===== config.mk =====
export PLATFORM = sky130hd
export DESIGN_NAME = sram_word_writer
export DESIGN_NICKNAME = d
export VERILOG_FILES = /design/src/rtl/sram_word_writer_pkg.sv /design/src/rtl/sram_word_writer_fifo.sv /design/src/rtl/sram_word_writer.sv
export SDC_FILE = /design/constraint.sdc
export NUM_CORES = 1
export LEC_CHECK = 0
export CAP_MARGIN = 5
export CORE_MARGIN = 2
export CORE_UTILIZATION = 25
export DETAILED_ROUTE_END_ITERATION = 7
export GPL_ROUTABILITY_DRIVEN = 0
export PLACE_DENSITY = 0.47
export SYNTH_ARGS = -nofsm -noshare
export SYNTH_HDL_FRONTEND = slang
export SYNTH_SLANG_ARGS = --single-unit

===== constraint.sdc =====
create_clock -name clock -period 2.84 [get_ports clock]
set_input_delay 0.426 -clock clock [delete_from_list [all_inputs] [get_ports clock]]
set_output_delay 0.426 -clock clock [all_outputs]
set_load 0.005 [all_outputs]

===== src/rtl/sram_word_writer_pkg.sv =====
`default_nettype none
// ============================================================================
// Module      : sram_word_writer_pkg
// Description : Shared definitions for the SRAM word writer: sequencer state
//               encodings, SRAM data width and half-word offsets within a
//               32-bit word.
// Revision    : 1.0 - initial release
// ============================================================================
package sram_word_writer_pkg;

    // SRAM data bus width
    localparam int SRAM_DW = 16;

    // Half-word offsets of a word relative to its base half-address
    localparam int HALF_LO = 0;
    localparam int HALF_HI = 1;

    // Write sequencer states: each half-word goes SETUP -> PULSE -> HOLD
    typedef enum logic [2:0] {
        ST_IDLE    = 3'd0,
        ST_SETUP_L = 3'd1,
        ST_PULSE_L = 3'd2,
        ST_HOLD_L  = 3'd3,
        ST_SETUP_H = 3'd4,
        ST_PULSE_H = 3'd5,
        ST_HOLD_H  = 3'd6
    } state_t;

endpackage
`default_nettype wire


===== src/rtl/sram_word_writer_fifo.sv =====
`default_nettype none
// ============================================================================
// Module      : sync_fifo
// Description : Single-clock request FIFO with registered occupancy count.
//               Pointers wrap modulo DEPTH (DEPTH must be a power of two).
//   clk          in   clock, rising edge
//   rst_n        in   asynchronous active-low reset, empties the FIFO
//   i_push       in   write i_push_data (ignored when full)
//   i_push_data  in   entry to store
//   i_pop        in   discard head entry (ignored when empty)
//   o_head       out  current head entry
//   o_full       out  DEPTH entries stored
//   o_empty      out  no entries stored
//   o_count      out  number of stored entries
// Revision    : 1.0 - initial release
// ============================================================================
module sync_fifo #(
    parameter int WIDTH = 32,
    parameter int DEPTH = 4
) (
    input  logic                     clk,
    input  logic                     rst_n,
    input  logic                     i_push,
    input  logic [WIDTH-1:0]         i_push_data,
    input  logic                     i_pop,
    output logic [WIDTH-1:0]         o_head,
    output logic                     o_full,
    output logic                     o_empty,
    output logic [$clog2(DEPTH):0]   o_count
);

    localparam int PTR_W = $clog2(DEPTH);
    localparam int CNT_W = PTR_W + 1;

    logic [WIDTH-1:0] r_mem [DEPTH];
    logic [PTR_W-1:0] r_wr_ptr;
    logic [PTR_W-1:0] r_rd_ptr;
    logic [CNT_W-1:0] r_count;
    logic             w_do_push;
    logic             w_do_pop;

    assign w_do_push = i_push && !o_full;
    assign w_do_pop  = i_pop && !o_empty;

    // Storage needs no reset: occupancy is tracked by the count/pointers
    always_ff @(posedge clk) begin
        if (w_do_push) begin
            r_mem[r_wr_ptr] <= i_push_data;
        end
    end

    always_ff @(posedge clk or negedge rst_n) begin
        if (!rst_n) begin
            r_wr_ptr <= '0;
            r_rd_ptr <= '0;
            r_count  <= '0;
        end else begin
            if (w_do_push) begin
                r_wr_ptr <= r_wr_ptr + 1'b1;
            end
            if (w_do_pop) begin
                r_rd_ptr <= r_rd_ptr + 1'b1;
            end
            case ({w_do_push, w_do_pop})
                2'b10:   r_count <= r_count + 1'b1;
                2'b01:   r_count <= r_count - 1'b1;
                default: r_count <= r_count;
            endcase
        end
    end

    assign o_head  = r_mem[r_rd_ptr];
    assign o_full  = (r_count == CNT_W'(DEPTH));
    assign o_empty = (r_count == '0);
    assign o_count = r_count;

endmodule
`default_nettype wire


===== src/rtl/sram_word_writer.sv =====
`default_nettype none
// ============================================================================
// Module      : sram_word_writer
// Description : Buffers 32-bit word write requests and writes each one to a
//               16-bit asynchronous SRAM as two half-word cycles, low half
//               first. Byte address B maps to half-addresses 2*(B>>2) (low)
//               and 2*(B>>2)+1 (high), wrapping modulo 2^ADDR_W.
//   clock       in   single clock, rising edge
//   reset       in   asynchronous reset, active LOW
//   req_valid   in   write request present
//   req_ready   out  request FIFO not full
//   req_addr    in   byte address of word (bits [1:0] ignored)
//   req_data    in   word to write
//   busy        out  FIFO non-empty or write sequence in progress
//   wr_done     out  one-cycle pulse in the high half's HOLD cycle
//   sram_addr   out  SRAM half-word address
//   sram_dq_o   out  SRAM write data
//   sram_dq_oe  out  SRAM data bus drive enable
//   sram_we_n   out  SRAM write enable, active low
// Revision    : 1.0 - initial release
// ============================================================================
module sram_word_writer
    import sram_word_writer_pkg::*;
#(
    parameter int FIFO_DEPTH = 4,
    parameter int WE_CYCLES  = 1,
    parameter int ADDR_W     = 18
) (
    input  logic                clock,
    input  logic                reset,
    input  logic                req_valid,
    output logic                req_ready,
    input  logic [ADDR_W-1:0]   req_addr,
    input  logic [31:0]         req_data,
    output logic                busy,
    output logic                wr_done,
    output logic [ADDR_W-1:0]   sram_addr,
    output logic [SRAM_DW-1:0]  sram_dq_o,
    output logic                sram_dq_oe,
    output logic                sram_we_n
);

    localparam int ENTRY_W = ADDR_W + 32;
    localparam int WCNT_W  = $clog2(WE_CYCLES + 1);

    state_t                     r_state;
    state_t                     w_next_state;
    logic                       w_push;
    logic                       w_pop;
    logic                       w_full;
    logic                       w_empty;
    logic [ENTRY_W-1:0]         w_head;
    logic [$clog2(FIFO_DEPTH):0] w_count;
    logic [ADDR_W-1:0]          w_head_addr;
    logic [ADDR_W-1:0]          w_head_base;
    logic [31:0]                w_head_data;
    logic                       w_pulse_last;
    logic [ADDR_W-1:0]          r_sram_addr;
    logic [SRAM_DW-1:0]         r_sram_dq;
    logic [SRAM_DW-1:0]         r_hi_data;
    logic [WCNT_W-1:0]          r_we_cnt;

    assign w_push = req_valid && req_ready;

    sync_fifo #(
        .WIDTH (ENTRY_W),
        .DEPTH (FIFO_DEPTH)
    ) u_fifo (
        .clk         (clock),
        .rst_n       (reset),
        .i_push      (w_push),
        .i_push_data ({req_addr, req_data}),
        .i_pop       (w_pop),
        .o_head      (w_head),
        .o_full      (w_full),
        .o_empty     (w_empty),
        .o_count     (w_count)
    );

    assign w_head_addr = w_head[ENTRY_W-1 -: ADDR_W];
    assign w_head_data = w_head[31:0];
    // Drop the byte offset, then scale the word index to half-words
    assign w_head_base = (w_head_addr >> 2) << 1;

    // A new word is taken from the FIFO only where the sequencer may start one
    assign w_pop = !w_empty && ((r_state == ST_IDLE) || (r_state == ST_HOLD_H));

    assign w_pulse_last = (r_we_cnt == WCNT_W'(1));

    always_comb begin
        w_next_state = r_state;
        case (r_state)
            ST_IDLE:    if (!w_empty) w_next_state = ST_SETUP_L;
            ST_SETUP_L: w_next_state = ST_PULSE_L;
            ST_PULSE_L: if (w_pulse_last) w_next_state = ST_HOLD_L;
            ST_HOLD_L:  w_next_state = ST_SETUP_H;
            ST_SETUP_H: w_next_state = ST_PULSE_H;
            ST_PULSE_H: if (w_pulse_last) w_next_state = ST_HOLD_H;
            // Chain straight into the next word when one is waiting
            ST_HOLD_H:  w_next_state = w_empty ? ST_IDLE : ST_SETUP_L;
            default:    w_next_state = ST_IDLE;
        endcase
    end

    always_ff @(posedge clock or negedge reset) begin
        if (!reset) begin
            r_state <= ST_IDLE;
        end else begin
            r_state <= w_next_state;
        end
    end

    // Address/data only move on SETUP entry so they are stable while WE is low
    always_ff @(posedge clock or negedge reset) begin
        if (!reset) begin
            r_sram_addr <= '0;
            r_sram_dq   <= '0;
            r_hi_data   <= '0;
            r_we_cnt    <= '0;
        end else begin
            if (w_pop) begin
                r_sram_addr <= w_head_base + ADDR_W'(HALF_LO);
                r_sram_dq   <= w_head_data[SRAM_DW-1:0];
                r_hi_data   <= w_head_data[31:SRAM_DW];
            end else if ((r_state == ST_HOLD_L) && (w_next_state == ST_SETUP_H)) begin
                r_sram_addr <= r_sram_addr + ADDR_W'(HALF_HI);
                r_sram_dq   <= r_hi_data;
            end

            if ((r_state == ST_SETUP_L) || (r_state == ST_SETUP_H)) begin
                r_we_cnt <= WCNT_W'(WE_CYCLES);
            end else if ((r_state == ST_PULSE_L) || (r_state == ST_PULSE_H)) begin
                r_we_cnt <= r_we_cnt - 1'b1;
            end
        end
    end

    // Strobes decode directly from the state register so an async reset
    // releases the bus and raises WE in the same instant
    assign sram_we_n  = !((r_state == ST_PULSE_L) || (r_state == ST_PULSE_H));
    assign sram_dq_oe = (r_state != ST_IDLE);
    assign wr_done    = (r_state == ST_HOLD_H);
    assign sram_addr  = r_sram_addr;
    assign sram_dq_o  = r_sram_dq;
    assign req_ready  = !w_full;
    assign busy       = (r_state != ST_IDLE) || (w_count != '0);

endmodule
`default_nettype wire


Word level (Yosys, flattened, before mapping):

Memory sizes are Yosys's and may differ from the RTL's.
Cells that the tools add are included.

* register bits after elaboration: 61
* memory bits (writable): 200
* output and inout bits: 39
* word-level logic and storage cells: 58
* memories kept: 1

* add/subtract/negate cells: 6
* eq/ne operators: 10
* multiplexer cells: 14
* reduce and logical (&&, ||, !) cells: 19

Memory list
* u_fifo.r_mem: depth 4, bits a word 50, rd ports 1, clocked after memory_dff 0, wr ports 1, RTL line sram_word_writer_fifo.sv:35 `logic [WIDTH-1:0] r_mem [DEPTH];`

Operators with widths (number)
* two-way mux 18 bit: 2
* two-way mux 16 bit: 2
* case mux 3 bit (7 select lines): 1
* adder 18 x 1 -> 18 bit, second input constant: 1
* == test 3 bit, second input constant: 5
* two-way mux 3 bit: 3
* == test 3 x 2 -> 1 bit, second input constant: 2
* zero test 3 bit: 2
* case mux 3 bit (2 select lines): 1
* nonzero test 2 bit: 3
* nonzero test 3 bit: 2
* logical AND 1 bit: 5
* two-way mux 1 bit: 5
* adder 2 x 1 -> 2 bit, second input constant: 2
* logical OR 1 bit: 4
* adder 3 x 1 -> 3 bit, second input constant: 1
* == test 3 x 1 -> 1 bit, second input constant: 1
* zero test 1 bit: 3
* subtractor 3 x 1 -> 3 bit, second input constant: 1
* == test 2 x 1 -> 1 bit, second input constant: 1
* == test 2 bit, second input constant: 1
* subtractor 1 bit, second input constant: 1

Logic depth before layout (Yosys ltp):

Gate-level depths: netlist of run 1.

* depth in word-level cells: 7
* gate-level depth with buffers: 10
* mapped depth without buffers: 10

Cells and area by module:

A second synthesis of run 1 with hierarchy kept.

* cells, all modules: 592
* area total of the unflattened synthesis: 10302.4 µm²

By module, submodules not included
* sync_fifo: times used 1, cells each 300, area each 7622.3 µm²
* sram_word_writer: times used 1, cells each 292, area each 2680.1 µm²

Least setup slack after synthesis of run 1:

Ideal clock, no wire load.

* kind: register to register
* start point: register r_state[1]
* end point: register u_fifo.r_count[2] (netlist: u_fifo.o_count[2])
* arrival: 2249 ps
* data required time: 2761 ps
* setup slack: 512 ps
* stages on the path, launching flop included: 11
* path buffers: 2
* period minus slack after synthesis: 2328 ps
* path through: dfrtp_1 buf_4 xor2_1 nor3_4 clkbuf_1 ha_1 inv_1 fa_1 xor2_1 nor2_1 xor2_1

* longest elaborated chain between the ends: 6

RTL lines
* start, declared: RTL line sram_word_writer.sv:46 `state_t r_state;`
* start signal, assigned: RTL line sram_word_writer.sv:109 `r_state <= w_next_state;`
* == test 3 bit or zero test 3 bit (tied branches): RTL line sram_word_writer.sv:86 `assign w_pop = !w_empty && ((r_state == ST_IDLE) || (r_state == ST_HOLD_H));`
* logical OR 1 bit (*): RTL line sram_word_writer.sv:86
* logical AND 1 bit (*): RTL line sram_word_writer.sv:86
* logical AND 1 bit (*): RTL line sram_word_writer_fifo.sv:43 `assign w_do_pop = i_pop && !o_empty;`
* via u_fifo.w_do_pop: RTL line sram_word_writer_fifo.sv:40 `logic w_do_pop;`
* == test 2 x 1 -> 1 bit or == test 2 bit (tied branches): RTL line sram_word_writer_fifo.sv:64 `case ({w_do_push, w_do_pop})`
* case mux 3 bit (2 select lines) or nonzero test 2 bit (tied branches)
* end signal, assigned: RTL line sram_word_writer_fifo.sv:65 `2'b10: r_count <= r_count + 1'b1;`
* end signal, assigned: RTL line sram_word_writer_fifo.sv:66 `2'b01: r_count <= r_count - 1'b1;`
* end signal, assigned: RTL line sram_word_writer_fifo.sv:67 `default: r_count <= r_count;`
* end, declared: RTL line sram_word_writer_fifo.sv:38 `logic [CNT_W-1:0] r_count;`

The timed path passes the listed nets; every way through them passes the cells marked *.
A chain may end at the register's enable or synchronous reset.

Worst setup path after layout of run 1:

* start point: register r_state[0]
* end point: output busy

* longest elaborated chain between the ends: 2

RTL lines
* nonzero test 3 bit: RTL line sram_word_writer.sv:146 `assign busy = (r_state != ST_IDLE) || (w_count != '0);`
* logical OR 1 bit: RTL line sram_word_writer.sv:146
* end, declared: RTL line sram_word_writer.sv:35 `output logic busy,`

Every way passes these cells.

==> results.py, run 1 <==
metrics = {
    "floorplan": {
        "dieWidth_um": 202,
        "num_io_pins": 92,
        "start_util": 0.254,
        "core_sq_um": 38700,
        "die_h_um": 202,
        "fp-row-count": 72,
        "die_area_sq_um": 41000,
    },
    "power_and_ir_drop": {
        "finalPower_w": 0.0132,
        "power_switching_share": 0.308,
        "p_switching_w": 0.00405,
        "ir_drop_v": 0.000620,
        "internal_power_w": 0.00911,
        "combPwrFrac": 0.314,
        "power_density_nw_per_um2": 1070,
        "total_leakage_power_nw": 4.23,
        "sequentialPowerShare": 0.438,
        "pwr-share-clk": 0.249,
    },
    "critical_path": {
        "cp_data_arrival_time_ns": 2.28,
        "cp_top_family": "simple AND/OR/NAND/NOR gates",
        "rr_endpoint": "u_fifo.o_count[2]",
        "crit_type": "reg -> out",
        "crit_chain": "or3_2 > nand2b_1 > clkdlybuf4s50_1",
        "cpPeakStageDelay_ns": 0.57,
        "crit_buf_inv": 1,
        "crit_fanout": 12,
        "critPathCaptureType": "output pin",
        "start_kind": "flop",
        "timing.rr.start": "r_state[1]",
        "regToRegSetupSlack_ns": 0.68,
        "required_ns": 2.41,
        "worst_path_max_delay_cell": "dfrtp_1",
        "worstRegToRegCells": 8,
    },
    "timing": {
        "max-slew-margin-rel": 0.416,
        "worst_slew_pin_slew_ns": 0.875,
        "fmax_ghz": 0.370,
        "finalSetupViolCount": 0,
        "fin_skew_ns": 0.0144,
        "tns_ns": 0,
        "setup_ws_ns": 0.136,
        "rsz0062_at_grt": "no",
        "slew_violations": 0,
        "final.period_utilization": 0.952,
        "hold_ws_ns": 0.0231,
        "fin_crit_ns": 2.70,
        "hold_viol": 0,
    },
    "cts": {
        "cts_hold_buf": 0,
        "htree_num_levels": 1,
        "clock_sinks": 253,
        "clock_path_buffers": 3,
        "clk_pin_slew_ns": 0.06,
        "cts_root_buffer": "clkbuf_16",
        "tritoncts": "built",
        "clk_latency_ns": 0.53,
        "cts_resized": 0,
        "cts_setup_buffers": 0,
        "cts_buffers": 27,
    },
    "yosys": {
        "syn_nets": 580,
        "syn_area_sq_um": 9850,
        "avgSynthCellArea_sq_um": 18.9,
        "yosys_register_bits": 253,
        "synth_warnings": 0,
        "synth_flop_cell": "edfxtp_1",
        "ys_types": 42,
        "synth_edf_count": 192,
        "seq_area_frac_synth": 0.741,
        "synthArstFlopShare": 0.241,
        "syn_inst": 520,
    },
    "global_routing": {
        "grt_pass1_wl_mm": 32.8,
        "antenna_found_initial": 1,
        "track_usage": 0.105,
        "grt_max_degree": 71,
        "grt_overflow": 0,
        "grt_pass1_vias": 5397,
    },
    "detailed_routing": {
        "firstDrtPassIters": 6,
        "drc": 0,
        "dr_total_vias": 4905,
        "viasPerCell": 4.20,
        "drt-total-wl_mm": 21.2,
        "ant_nets": 0,
        "drt_iter0_drc": 239,
        "wire_per_inst_um": 18.2,
    },
    "layout": {
        "fin_util": 0.317,
        "fillCellCount": 3784,
        "areaGrowthSynthToFinish_pct": 24.5,
        "multiInputGateArea_sq_um": 2400,
        "layout-drive-gt1-share": 0.212,
        "antennaDiodeCount": 0,
        "ff_latch_area_sq_um": 7300,
        "layout_common_cells": "edfxtp_1, clkdlybuf4s50_1, dfrtp_1, nand2_1, mux4_2",
        "layout_commonest_cell": "edfxtp_1",
        "nets": 690,
    },
    "hold_path": {
        "hold_path_class": "in -> async",
    },
    "placed_design": {
        "portBuffers": 89,
        "dpl_worst_slack_ns": 0.573,
        "dpl.hpwl_mm": 13.2,
    },
    "run_status": {
        "run_status": "finished, final reports clean",
    },
    "flow_run": {
        "max-cap-violations": 0,
    },
}
-- Yosys cell counts (2+ instances only) --
library cell  count  share of area
buf_6             2         0.0023
nor3_4            2         0.0033
and4_1            2         0.0018
o21ai_1           5         0.0025
nand2b_1          3         0.0019
nor2_1            7         0.0027
dfrtp_1          61           0.16
xor2_1           18          0.016
o21ai_0          11         0.0056
buf_2            12         0.0061
ha_1              6         0.0076
and3_1            5         0.0032
edfxtp_1        192           0.59
inv_1             9         0.0034
clkbuf_1          7         0.0027
o21ai_2           2         0.0018
a21oi_1           3         0.0015
xnor2_1           6         0.0053
mux2i_1           2         0.0020
nand2_1          56          0.021
nand4_1           5         0.0032
and2_1            2         0.0013
nor2_4            2         0.0023
buf_4             2         0.0015
a22oi_1          16          0.012
nand3_1           4         0.0020
mux2_2           16          0.018
mux4_2           48           0.11
-- worst max-delay path by stage --
stage,from,to,slack [ns],depth (start not counted)
final,r_state[0],busy,0.14,3
after global routing,r_state[0],busy,0.04,3
after CTS,r_state[0],busy,0.1,3
after detailed placement,req_valid,u_fifo.o_count[2],0.57,9
after global placement,req_valid,u_fifo.o_count[2],0.59,9
after floorplan,r_state[1],u_fifo.o_count[2],0.51,10
-- final cells by class --
class	count	share of cell area
sequential	253	0.595
multi-input combinational	235	0.196
timing repair buffer	104	0.0857
clock buffer	34	0.0589
tap	518	0.0528
clock inverter	15	0.00898
inverter	9	0.00275
-- per-stage QoR --
step / cells / area, sq um
floorplan: 520 / 9850
global placement: 1119 / 11400
detailed placement: 1119 / 11400
CTS: 1168 / 12300
global route: 1168 / 12300
finish: 1168 / 12300
-- per-layer routing --
metal,track usage,share of wire
met5,0,0.00057
met2,0.180,0.50
met1,0.136,0.44
met4,0.0237,0.019
met3,0.0220,0.042
-- cell families after synthesis --
logic type,count (synthesis),synth area share
simple gates,97,0.0550
mux,67,0.131
flops,253,0.741
compound gates,40,0.0262
xor+xnor,24,0.0213
buf+inv,32,0.0160
fa+ha+maj,7,0.00966
-- power groups by stage --
stage          combinational (W)  clock [W]  sequential, W
2_1_floorplan            0.00286          0        0.00552
3_3_place_gp             0.00420          0        0.00579
3_5_place_dp             0.00428          0        0.00585
4_1_cts                  0.00428    0.00338        0.00578
5_1_grt                  0.00460    0.00354        0.00589
6_report                 0.00413    0.00327        0.00576
-- flip-flops by register name, summed over array words and instances, names as in the netlist, 2 cells and up --
| register | flops |
|---|---|
| u_fifo.r_mem | 192 |
| sram_addr | 18 |
| r_hi_data | 16 |
| sram_dq_o | 16 |
| r_state | 3 |
| u_fifo.o_count | 3 |
| u_fifo.r_rd_ptr | 2 |
| u_fifo.r_wr_ptr | 2 |
(Power assumes the default switching activity.)
==> run 2: changes to the inputs <==
SETUP_SLACK_MARGIN = 0.3   (was default)
==> run 2 against run 1 <==
Cell area rose by 0.34%. Maximum frequency rose by 14%. Global-route usage rose by 0.070 points. Register-to-register slack improved by 0.02 ns. Clock skew barely moved. Non-clock buffer count rose by 4. Sequential share of layout area fell by 0.17 points. Cell count rose by 0.34%. Largest cell class unchanged.
==> results.py, run 2 (synthesis results as in run 1) <==
metrics = {
    "floorplan": {
        "dieWidth_um": 202,
        "core_sq_um": 38700,
        "die_h_um": 202,
        "die_area_sq_um": 41000,
        "num_io_pins": 92,
        "start_util": 0.254,
        "fp-row-count": 72,
    },
    "placed_design": {
        "placed_area_sq_um": 11400,
        "dpl.hpwl_mm": 13.2,
        "portBuffers": 89,
    },
    "critical_path": {
        "critPathCaptureType": "output pin",
        "timing.rr.start": "u_fifo.o_count[0]",
        "worstRegToRegCells": 10,
        "cp_top_family": "buffers and inverters",
        "cpPeakStageDelay_ns": 0.46,
        "start_kind": "flop",
        "crit_type": "reg -> out",
        "cp_data_arrival_time_ns": 1.95,
        "required_ns": 2.41,
        "crit_buf_inv": 2,
        "crit_fanout": 5,
        "regToRegSetupSlack_ns": 0.70,
        "rr_endpoint": "u_fifo.o_count[2]",
        "crit_chain": "buf_4 > nor2b_1 > a21oi_1 > clkdlybuf4s50_1",
        "worst_path_max_delay_cell": "clkdlybuf4s50_1",
    },
    "detailed_routing": {
        "drt-total-wl_mm": 21.3,
        "wire_per_inst_um": 18.2,
        "drt_iter0_drc": 251,
        "dr_total_vias": 4943,
        "ant_nets": 0,
        "firstDrtPassIters": 4,
        "viasPerCell": 4.22,
        "drc": 0,
    },
    "cts": {
        "clock_path_buffers": 3,
        "clk_pin_slew_ns": 0.06,
        "htree_num_levels": 1,
        "clock_sinks": 253,
        "clk_latency_ns": 0.53,
        "cts_root_buffer": "clkbuf_16",
        "cts_buffers": 27,
        "tritoncts": "built",
    },
    "global_routing": {
        "grt_max_degree": 71,
        "grt_pass1_wl_mm": 33.0,
        "track_usage": 0.105,
        "grt_pass1_vias": 5434,
        "antenna_found_initial": 1,
        "grt_overflow": 0,
    },
    "timing": {
        "hold_ws_ns": 0.0218,
        "fin_crit_ns": 2.37,
        "tns_ns": 0,
        "max-slew-margin-rel": 0.419,
        "final.period_utilization": 0.835,
        "worst_slew_pin_slew_ns": 0.871,
        "rsz0062_at_grt": "no",
        "slew_violations": 0,
        "fin_skew_ns": 0.0141,
        "finalSetupViolCount": 0,
        "hold_viol": 0,
        "fmax_ghz": 0.422,
    },
    "power_and_ir_drop": {
        "power_density_nw_per_um2": 1070,
        "total_leakage_power_nw": 4.25,
        "ir_drop_v": 0.000603,
        "finalPower_w": 0.0132,
    },
    "run_status": {
        "run_status": "finished, final reports clean",
    },
    "layout": {
        "areaGrowthSynthToFinish_pct": 25.0,
        "layout_common_cells": "edfxtp_1, clkdlybuf4s50_1, nand2_1, dfrtp_1, mux4_2",
        "largest_reg_flops": 192,
        "fin_area_sq_um": 12300,
        "fillCellCount": 3787,
        "layout-drive-gt1-share": 0.223,
        "layout_commonest_cell": "edfxtp_1",
        "antennaDiodeCount": 0,
        "top_register": "u_fifo.r_mem",
        "fin_util": 0.318,
        "nets": 694,
    },
    "hold_path": {
        "hold_path_class": "in -> async",
    },
    "flow_run": {
        "max-cap-violations": 0,
    },
}
run 2: final cells by class:
class | instances | area, sq um | area share
timing repair buffer | 108 | 1080 | 0.0881
sequential | 253 | 7300 | 0.593
multi-input combinational | 235 | 2410 | 0.196
clock buffer | 34 | 722 | 0.0587
clock inverter | 15 | 110 | 0.00895
inverter | 9 | 33.8 | 0.00275
tap | 518 | 648 | 0.0527
run 2: what timing repair did:
action / in CTS / in global routing
hold buffers: 0 / 0
setup endpoints to repair: 3 / 1
gates cloned: 0 / 0
gates resized for setup: 4 / 1
buffers inserted: 4 / 0
run 2: through the flow:
stage,setup slack [ns],instances
finish,0.468,1172
global route,0.353,1172
CTS,0.328,1172
detailed placement,0.573,1119
global placement,0.592,1119
floorplan,0.512,520
run 2: worst max-delay path by stage:
stage | startpoint | end | slack (ns) | cells after the start
after global placement | req_valid | u_fifo.o_count[2] | 0.59 | 9
final | r_state[1] | sram_we_n | 0.47 | 4
after CTS | r_state[2] | busy | 0.33 | 3
after detailed placement | req_valid | u_fifo.o_count[2] | 0.57 | 9
after floorplan | r_state[1] | u_fifo.o_count[2] | 0.51 | 10
after global routing | r_state[1] | sram_we_n | 0.35 | 4
run 2: worst register-to-register path, delay by kind of cell, from the launching register on:
kind,cells,cell delay (ns)
xor+xnor,2,0.30
fa+ha+maj,2,0.54
buf+inv,3,0.24
flops,1,0.41
simple gates,3,0.58
run 2: per-layer routing:
metal | up-vias | track usage | part of all wire
li1 | 2252 | - | -
met1 | 2559 | 0.137 | 0.43
met2 | 98 | 0.182 | 0.51
met3 | 32 | 0.0220 | 0.042
met4 | 2 | 0.0237 | 0.019
met5 | - | 0 | 0.00056
run 2: power by group:
part	internal, W	switching (W)	leakage (nW)
Clock	0.00189	0.00139	0.402
Sequential	0.00507	0.000645	2.49
Combinational	0.00219	0.00204	1.35
Total	0.00915	0.00407	4.25
